**config.mk**
```make
export PLATFORM = sky130hd
export DESIGN_NAME = ahbl_master_stage
export DESIGN_NICKNAME = d
export VERILOG_FILES = /design/src/rtl/ahbl_pkg.sv /design/src/rtl/ahbl_addr_decode.sv /design/src/rtl/ahbl_master_stage.sv
export SDC_FILE = /design/constraint.sdc
export NUM_CORES = 1
export LEC_CHECK = 0
export BUFFER_PORTS_ARGS = -buffer_cell sky130_fd_sc_hd__clkbuf_2
export CORE_AREA = 4 4 128 130
export DETAILED_ROUTE_END_ITERATION = 6
export DIE_AREA = 0 0 132 134
export PLACE_DENSITY = 0.67
export SLEW_MARGIN = 0
export SYNTH_ARGS = -nofsm -noshare
export SYNTH_HDL_FRONTEND = slang
export SYNTH_SLANG_ARGS = --single-unit
```
**constraint.sdc**
```tcl
create_clock -name HCLK -period 2.9 [get_ports HCLK]
set_input_delay 0.145 -clock HCLK [delete_from_list [all_inputs] [get_ports HCLK]]
set_output_delay 0.145 -clock HCLK [all_outputs]
set_load 0.01 [all_outputs]
```
**src/rtl/ahbl_pkg.sv**
```systemverilog
// Shared definitions for the AHB-Lite master stage: FSM encoding, HTRANS codes
// and address-region geometry.
package ahbl_pkg;

  typedef enum logic [1:0] {
    StNormal = 2'd0,
    StHold   = 2'd1,
    StErr1   = 2'd2,
    StErr2   = 2'd3
  } ahbl_state_e;

  localparam logic [1:0] HtransIdle   = 2'b00;
  localparam logic [1:0] HtransBusy   = 2'b01;
  localparam logic [1:0] HtransNonseq = 2'b10;
  localparam logic [1:0] HtransSeq    = 2'b11;

  localparam int unsigned RegionW   = 4;
  localparam int unsigned NumSlaves = 4;

endpackage

```
**src/rtl/ahbl_addr_decode.sv**
```systemverilog
// Combinational region decode: HADDR[31:28] selects one of the enabled slaves
// for active (NONSEQ/SEQ) transfers only.
module ahbl_addr_decode
  import ahbl_pkg::*;
#(
  parameter logic [NumSlaves-1:0] SLAVE_EN = 4'b1111
) (
  input  logic [RegionW-1:0]   i_region,
  input  logic                 i_active,
  output logic [NumSlaves-1:0] o_sel
);

  always_comb begin
    o_sel = '0;
    if (i_active && (i_region < RegionW'(NumSlaves)) && SLAVE_EN[i_region[1:0]]) begin
      o_sel[i_region[1:0]] = 1'b1;
    end
  end

endmodule

```
**src/rtl/ahbl_master_stage.sv**
```systemverilog
// AHB-Lite master-side stage: holds address phases a slave is not ready for,
// generates the two-cycle ERROR response for unmapped accesses, muxes data phase.
module ahbl_master_stage
  import ahbl_pkg::*;
#(
  parameter logic [3:0] SLAVE_EN = 4'b1111
) (
  input  logic        HCLK,
  input  logic        HRESET,
  input  logic [31:0] HADDR,
  input  logic [2:0]  HSIZE,
  input  logic [1:0]  HTRANS,
  input  logic [2:0]  HBURST,
  input  logic        HWRITE,
  input  logic        HMASTLOCK,
  input  logic [31:0] HWDATA,
  output logic [31:0] HWDATA_OUT,
  output logic        HREADY_M,
  output logic        HRESP_M,
  output logic [31:0] HRDATA_M,
  output logic [31:0] GATEDHADDR,
  output logic [2:0]  GATEDHSIZE,
  output logic [1:0]  GATEDHTRANS,
  output logic [2:0]  GATEDHBURST,
  output logic        GATEDHWRITE,
  output logic        GATEDHMASTLOCK,
  output logic [3:0]  ADDRSEL,
  output logic [3:0]  DATASEL,
  input  logic [3:0]  SADDRREADY,
  input  logic [3:0]  SDATAREADY,
  input  logic [3:0]  SHRESP,
  input  logic [31:0] HRDATA_S0,
  input  logic [31:0] HRDATA_S1,
  input  logic [31:0] HRDATA_S2,
  input  logic [31:0] HRDATA_S3
);

  ahbl_state_e r_state, w_state_next;
  logic [3:0]  r_datasel, w_datasel_next;
  logic [31:0] r_haddr;
  logic [2:0]  r_hsize, r_hburst;
  logic [1:0]  r_htrans;
  logic        r_hwrite, r_hmastlock;
  logic        w_capture, w_tgt_ready, w_addr_ok, w_data_ready, w_data_resp, w_unmapped;

  assign HWDATA_OUT = HWDATA;

  always_comb begin
    if (r_state == StHold) begin
      GATEDHADDR     = r_haddr;
      GATEDHSIZE     = r_hsize;
      GATEDHTRANS    = r_htrans;
      GATEDHBURST    = r_hburst;
      GATEDHWRITE    = r_hwrite;
      GATEDHMASTLOCK = r_hmastlock;
    end else begin
      GATEDHADDR     = HADDR;
      GATEDHSIZE     = HSIZE;
      GATEDHTRANS    = HTRANS;
      GATEDHBURST    = HBURST;
      GATEDHWRITE    = HWRITE;
      GATEDHMASTLOCK = HMASTLOCK;
    end
  end

  ahbl_addr_decode #(
    .SLAVE_EN(SLAVE_EN)
  ) u_decode (
    .i_region(GATEDHADDR[31:28]),
    .i_active(GATEDHTRANS[1]),
    .o_sel   (ADDRSEL)
  );

  assign DATASEL      = r_datasel;
  assign w_tgt_ready  = |(ADDRSEL & SADDRREADY);
  assign w_addr_ok    = (ADDRSEL == 4'b0000) || w_tgt_ready;
  assign w_unmapped   = GATEDHTRANS[1] && (ADDRSEL == 4'b0000);
  // With no data phase outstanding the data side is always ready.
  assign w_data_ready = (r_datasel == 4'b0000) || (|(r_datasel & SDATAREADY));
  assign w_data_resp  = |(r_datasel & SHRESP);

  always_comb begin
    HRDATA_M = '0;
    unique case (r_datasel)
      4'b0001: HRDATA_M = HRDATA_S0;
      4'b0010: HRDATA_M = HRDATA_S1;
      4'b0100: HRDATA_M = HRDATA_S2;
      4'b1000: HRDATA_M = HRDATA_S3;
      default: HRDATA_M = '0;
    endcase
  end

  always_comb begin
    w_state_next   = r_state;
    w_datasel_next = r_datasel;
    w_capture      = 1'b0;
    HREADY_M       = 1'b1;
    HRESP_M        = 1'b0;
    unique case (r_state)
      StNormal, StErr2: begin
        if (r_state == StErr2) begin
          HRESP_M = 1'b1;
        end else begin
          HREADY_M = w_data_ready && w_addr_ok;
          HRESP_M  = w_data_resp;
        end
        if (w_data_ready) begin
          if (!w_addr_ok) begin
            w_capture      = 1'b1;
            w_state_next   = StHold;
            w_datasel_next = '0;
          end else begin
            w_datasel_next = ADDRSEL;
            w_state_next   = w_unmapped ? StErr1 : StNormal;
          end
        end
      end
      StHold: begin
        HREADY_M = 1'b0;
        if (w_tgt_ready) begin
          w_state_next   = StNormal;
          w_datasel_next = ADDRSEL;
        end
      end
      StErr1: begin
        HREADY_M     = 1'b0;
        HRESP_M      = 1'b1;
        w_state_next = StErr2;
      end
      default: w_state_next = StNormal;
    endcase
    // Master sees an idle, ready bus for the whole reset.
    if (HRESET) begin
      HREADY_M = 1'b1;
      HRESP_M  = 1'b0;
    end
  end

  always_ff @(posedge HCLK or posedge HRESET) begin
    if (HRESET) begin
      r_state   <= StNormal;
      r_datasel <= '0;
    end else begin
      r_state   <= w_state_next;
      r_datasel <= w_datasel_next;
    end
  end

  always_ff @(posedge HCLK or posedge HRESET) begin
    if (HRESET) begin
      r_haddr     <= '0;
      r_hsize     <= '0;
      r_htrans    <= '0;
      r_hburst    <= '0;
      r_hwrite    <= 1'b0;
      r_hmastlock <= 1'b0;
    end else if (w_capture) begin
      r_haddr     <= HADDR;
      r_hsize     <= HSIZE;
      r_htrans    <= HTRANS;
      r_hburst    <= HBURST;
      r_hwrite    <= HWRITE;
      r_hmastlock <= HMASTLOCK;
    end
  end

endmodule

```
* Word-level counts from Yosys, hierarchy flattened
Cells that the tools add are included.
** Operators by class
- Reductions and logical operators :: 18
- Eq/ne operators :: 9
- Multiplexer cells :: 30
- Magnitude comparators :: 3
- Bitwise logic cells :: 3
** Operator list (count)
- $pmux W32 S4 :: 1
- $mux W32 :: 1
- $mux W4 :: 4
- $and A4 B4 Y4 :: 3
- $reduce_or A4 Y1 :: 3
- $mux W1 :: 11
- $mux W2 :: 5
- $logic_not A4 Y1 :: 2
- $pmux W4 S2 :: 1
- $mux W3 :: 2
- $pmux W2 S3 :: 1
- $logic_and A1 B1 Y1 :: 5
- $eq A2 B2 Y1 const B :: 2
- $eq A4 B1 Y1 const B :: 1
- $eq A4 B2 Y1 const B :: 1
- $eq A4 B3 Y1 const B :: 1
- $eq A4 B4 Y1 const B :: 1
- $lt A4 B3 Y1 const B :: 1
- $ne A2 B2 Y1 const B :: 2
- $pmux W1 S2 :: 2
- $reduce_or A2 Y1 :: 2
- $lt A2 B3 Y1 const B :: 1
- $reduce_and A3 Y1 :: 1
- $bmux W1 S2 :: 1
- other kinds (7) :: 8
** Storage, ports and cells
- Input bits :: 216
- Output and inout bits :: 116
- Register bits :: 48

* Depth between registers and ports, before layout
- Word-level depth :: 14
- Gate-level depth with buffers :: 8
- Mapped depth without buffers :: 8

* By module
A second synthesis with hierarchy kept.
** Second synthesis, totals
- Cell total of the unflattened synthesis :: 333
- Area total of the unflattened synthesis :: 3651.0 µm²
** By module, submodules not included
- ahbl_master_stage :: area each 3585.9 µm², sequential area each 1201.2 µm², times used 1, cells each 328
- ahbl_addr_decode :: area each 65.1 µm², sequential area each 0.0 µm², times used 1, cells each 5

* Least setup slack after synthesis
OpenSTA, ideal clock, no wires.
- Kind :: reg-to-reg
- From :: register r_state[1]
- To :: register r_haddr[15]
- Arrival :: 2.497 ns
- Path buffers :: 1
- Setup time :: 0.125 ns
- Clock period less this slack :: 2.621 ns
- Cell stages (with the launch flop) :: 9
- Setup slack :: 0.279 ns
- Cells stage by stage :: dfrtp_1 > inv_1 > ha_1 > mux2i_2 > clkinv_1 > mux4_2 > nor3_4 > buf_6 > mux2_2
** On the way
- Cells in the longest elaborated chain, start to end :: 13
- Elaborated cells on any way between the ends :: 24
- Those cells by class :: order compare: 3; eq/ne: 2; mux: 10; bitwise: 1; reduce/logical: 8
** RTL lines
- start, declared :: line ahbl_master_stage.sv:38 : ahbl_state_e r_state, w_state_next;
- start signal, assigned :: line ahbl_master_stage.sv:141 : r_state <= StNormal;
- start signal, assigned :: line ahbl_master_stage.sv:144 : r_state <= w_state_next;
- $eq A2 B1 Y1 * :: line ahbl_master_stage.sv:49 : if (r_state == StHold) begin
- $mux W32 * :: line ahbl_master_stage.sv:49
- via GATEDHADDR[29] :: line ahbl_master_stage.sv:21 : output logic [31:0] GATEDHADDR,
- $lt A2 B3 Y1 (implied by the code) or $ge A2 B1 Y1 (tied branches) :: line ahbl_addr_decode.sv:16 : o_sel[i_region[1:0]] = 1'b1;
- $logic_and A1 B1 Y1 (implied by the code) :: line ahbl_addr_decode.sv:16
- $mux W1 (implied by the code) :: line ahbl_addr_decode.sv:16
- $demux W1 S2
- $mux W4 * :: line ahbl_addr_decode.sv:15 : if (i_active && (i_region < RegionW'(NumSlaves)) && SLAVE_EN[i_region[1:0]]) begin
- $and A4 B4 Y4 :: line ahbl_master_stage.sv:75 : assign w_tgt_ready = |(ADDRSEL & SADDRREADY);
- $reduce_or A4 Y1 :: line ahbl_master_stage.sv:75
- $logic_or A1 B1 Y1 * :: line ahbl_master_stage.sv:76 : assign w_addr_ok = (ADDRSEL == 4'b0000) || w_tgt_ready;
- $mux W1 * :: line ahbl_master_stage.sv:108 : if (!w_addr_ok) begin
- $mux W1 * :: line ahbl_master_stage.sv:107 : if (w_data_ready) begin
- $mux W1 * :: line ahbl_master_stage.sv:99 : unique case (r_state)
- end signal, assigned :: line ahbl_master_stage.sv:151 : r_haddr <= '0;
- end signal, assigned :: line ahbl_master_stage.sv:158 : r_haddr <= HADDR;
- end, declared :: line ahbl_master_stage.sv:40 : logic [31:0] r_haddr;
Mark *: on every way through the listed nets, which the timed path passes. The rest lies on a longest branch. The select of a mux whose other input is x is not followed.
A chain may end at the register's enable or synchronous reset.

* Final worst setup path
- From :: register r_state[1]
- To :: output port ADDRSEL[0]
** On the way
- Cells in the longest elaborated chain, start to end :: 7
- Elaborated cells on any way between the ends :: 14
- Those cells by class :: order compare: 3; eq/ne: 1; mux: 7; reduce/logical: 3
** RTL lines
- $eq A2 B1 Y1 * :: line ahbl_master_stage.sv:49
- $mux W32 :: line ahbl_master_stage.sv:49
- $lt A2 B3 Y1 (implied by the code) or $ge A2 B1 Y1 (tied branches) :: line ahbl_addr_decode.sv:16
- $logic_and A1 B1 Y1 (implied by the code) :: line ahbl_addr_decode.sv:16
- $mux W1 (implied by the code) :: line ahbl_addr_decode.sv:16
- $demux W1 S2
- $mux W4 * :: line ahbl_addr_decode.sv:15
- end, declared :: line ahbl_master_stage.sv:27 : output logic [3:0] ADDRSEL,
Mark *: on every way between the ends. The rest lies on a longest branch, timed or not. The select of a mux whose other input is x is not followed.

==> out/results.tsv <==
metric	value	unit
Antenna diodes	0	
clock sink count	48	
syn nets	572	
final hold vios	0	
Place WS	0.3206	ns
post-CTS resize count	0	
largest family of logic cells by synthesized area	multiplexers	
cell taking the most area after synthesis	dfrtp_1	
drt first pass iters	7	
Final period util	92.07	%
RSZ-0062 raised after global routing	no	
Netlist Area Pre-Place	3578	um2
via count	3626	
final worst slack	0.2301	ns
Req. time, crit path	2.76	ns
layout filler cell count	1610	
CTS tree	built	
Port Buf Inserts	267	
Initial DRC Count	187	
Clock Skew	0.005799	ns
final setup vio count	0	
overall routing resource usage	13.48	%
Worst path top cell family by delay	simple AND/OR/NAND/NOR gates	
clock root buffer	clkbuf_16	
Crit. Startpoint	r_state[1]	
Worst Setup EP	ADDRSEL[0]	
number of buffers created by CTS	5	
maxcap violations	0	
core footprint	15150	um2
CP Class	flop to primary output	
CP Depth	8	
Crit. End Element	primary output	
final setup TNS	0	ns
Max-slew headroom	34.71	%
outcome	completed	
Worst-Margin Slew	0.9780	ns
Simple-Gate Fraction of Synth Area	8.252	%
CP Launch Type	flop	
Die ar.	17690	um2
Multi-input gate area	1998	um2
largest fanout on the critical path	26	
Post-Synth Adder-Cell Area	1.049	%
# IOs	332	
first-pass GRT wire length	19380	um
cell count after synthesis	353	
Pwr Density	295.7	nW/um2
clk_lat worst skew	0.29	ns
maximum number of pins on one net before global-route repair	49	
Reg clk slew, reported paths	0.07	ns
f_max	374.5	MHz
top cell type's share of synthesized area	33.57	%
worst IR drop on VDD	0.1980	mV
fin crit period	2.670	ns
Hold-fix buffers, CTS	0	
Data arrival, critical path	2.52	ns
top post-synthesis cells by area	dfrtp_1, mux2_2, a22oi_1	
Setup Buffers After CTS	0	
Via density	4.703	
Layout area overhead	42.31	%
worst-path cell chain	inv_1, ha_2, buf_4, nor4bb_1, nor2_1, or2_2, nor2_1, clkbuf_2	
antenna violations before repair	1	
FF-to-FF Start	r_state[1]	
slowest stage delay, CP	0.41	ns
R2R depth	8	
slowest stage cell on the critical path	dfrtp_1	
Top cell by count, worst path	nor2_1	
post-synthesis compound-gate area fraction	18.01	%
FF-to-FF setup slack	0.32	ns
post-synthesis mux area share	27.76	%
layout cell share with drive strength beyond 1	64.32	%
GP Congestion	0.7385	
min-delay worst type	input pin to flop	
xor/xnor cell area share of the yosys netlist	0	%
Avg Cell Area, Syn	10.14	um2
Starting Density	23.63	%
nets	801	
Final Slew Violations	0	
DR WL/cell	16.60	um
row cnt	45	
Post-DRT Antenna Nets	0	
DRC	0	
end of the worst register-to-register path	r_haddr[4]	
Sequential Area	1201	um2
Die Height	134	um
vias in the first global route	3701	
Pleak	2.924	nW
synth unique cells	34	
flops & latches, synth	48	
total chip power	1.506	mW
Seq/Total Area, Yosys	33.57	%
Clock Path Buffers	2	
YS warnings	0	
wirelength, routed	12800	um
Die Span X	132	um
WP buf/inv	3	
total grt overflow	0	
H-Tree Depth	2	
hpwl dp	10640	um
## cells in the mapped netlist (all sizes together)
cell type / count
nor4bb: 1
nor3: 5
a2bb2oi: 1
a31oi: 2
ha: 3
buf: 42
nor4b: 5
mux2i: 1
nor2: 9
a21oi: 5
nor2b: 1
nor4: 2
nand2: 34
nand2b: 2
a21boi: 1
a21o: 1
clkinv: 1
o211ai: 1
a22oi: 64
mux2: 83
a211oi: 1
mux4: 2
dfrtp: 48
a222oi: 1
or2: 2
a22o: 6
o21ai: 5
inv: 8
clkbuf: 16
## kinds of logic after synthesis
logic type | count (synthesis)
compound gates | 88
fa+ha+maj | 3
buf+inv | 67
flops | 48
mux | 86
simple gates | 61
## flip-flops by register name, indices dropped and copies added, names as in the netlist
name / count
r_haddr: 32
DATASEL: 4
r_hburst: 3
r_hsize: 3
r_htrans: 2
r_state: 2
r_hmastlock: 1
r_hwrite: 1
## final cells by class
class | count | share of cell area, %
Inverter | 9 | 0.6634
Timing Repair Buffer | 280 | 28.40
Multi-Input combinational cell | 238 | 39.24
Clock inverter | 2 | 0.7617
Tap cell | 188 | 4.619
Clock buffer | 6 | 2.727
Sequential cell | 48 | 23.59
## where the power goes
group,switching [mW],internal (mW),total (mW)
combinational,0.0624,0.0920,0.154
clock,0.250,0.432,0.682
sequential,0,0.669,0.669
## how the worst min path moves through the flow
stage | startpoint | to | slack, ns | depth (start not counted)
floorplan | HADDR[0] | r_haddr[0] | 0.28 | 1
global placement | HWDATA[19] | HWDATA_OUT[19] | 0.29 | 0
detailed placement | HWDATA[19] | HWDATA_OUT[19] | 0.29 | 0
CTS | HADDR[27] | r_haddr[27] | 0.08 | 2
global route | HADDR[0] | r_haddr[0] | 0.09 | 2
finish | HADDR[27] | r_haddr[27] | 0.09 | 2
## cells in the final DEF (no fill, tap or decap), types with 6 or more instances in the layout
master / netlist / final
a22o_1: 6 / 6
a22oi_1: 64 / 64
buf_4: 33 / 12
clkbuf_2: 0 / 267
dfrtp_1: 48 / 48
inv_1: 8 / 7
mux2_1: 8 / 8
mux2_2: 75 / 75
nand2_1: 34 / 34
nor2_1: 9 / 9
## routing by layer
| layer | GRT usage (%) | share of wire [%] | up-vias |
|---|---|---|---|
| met2 | 22.18 | 49 | 153 |
| met4 | 3.092 | 1.3 | 2 |
| met1 | 17.19 | 40 | 1709 |
| met3 | 4.539 | 10 | 16 |
| met5 | 0 | 0.055 | - |
| li1 | - | - | 1746 |
## metrics by stage
stage | utilization, % | cells | instance area, um2 | hold WS (ns)
2_1_floorplan | - | 353 | 3578 | 0.2797
3_3_place_gp | 32.45 | 763 | 4915 | 0.2901
3_5_place_dp | 32.45 | 763 | 4915 | 0.2901
4_1_cts | 33.62 | 771 | 5092 | 0.08462
5_1_grt | 33.62 | 771 | 5092 | 0.08874
6_report | 33.62 | 771 | 5092 | 0.08811
(Power assumes the default switching activity.)
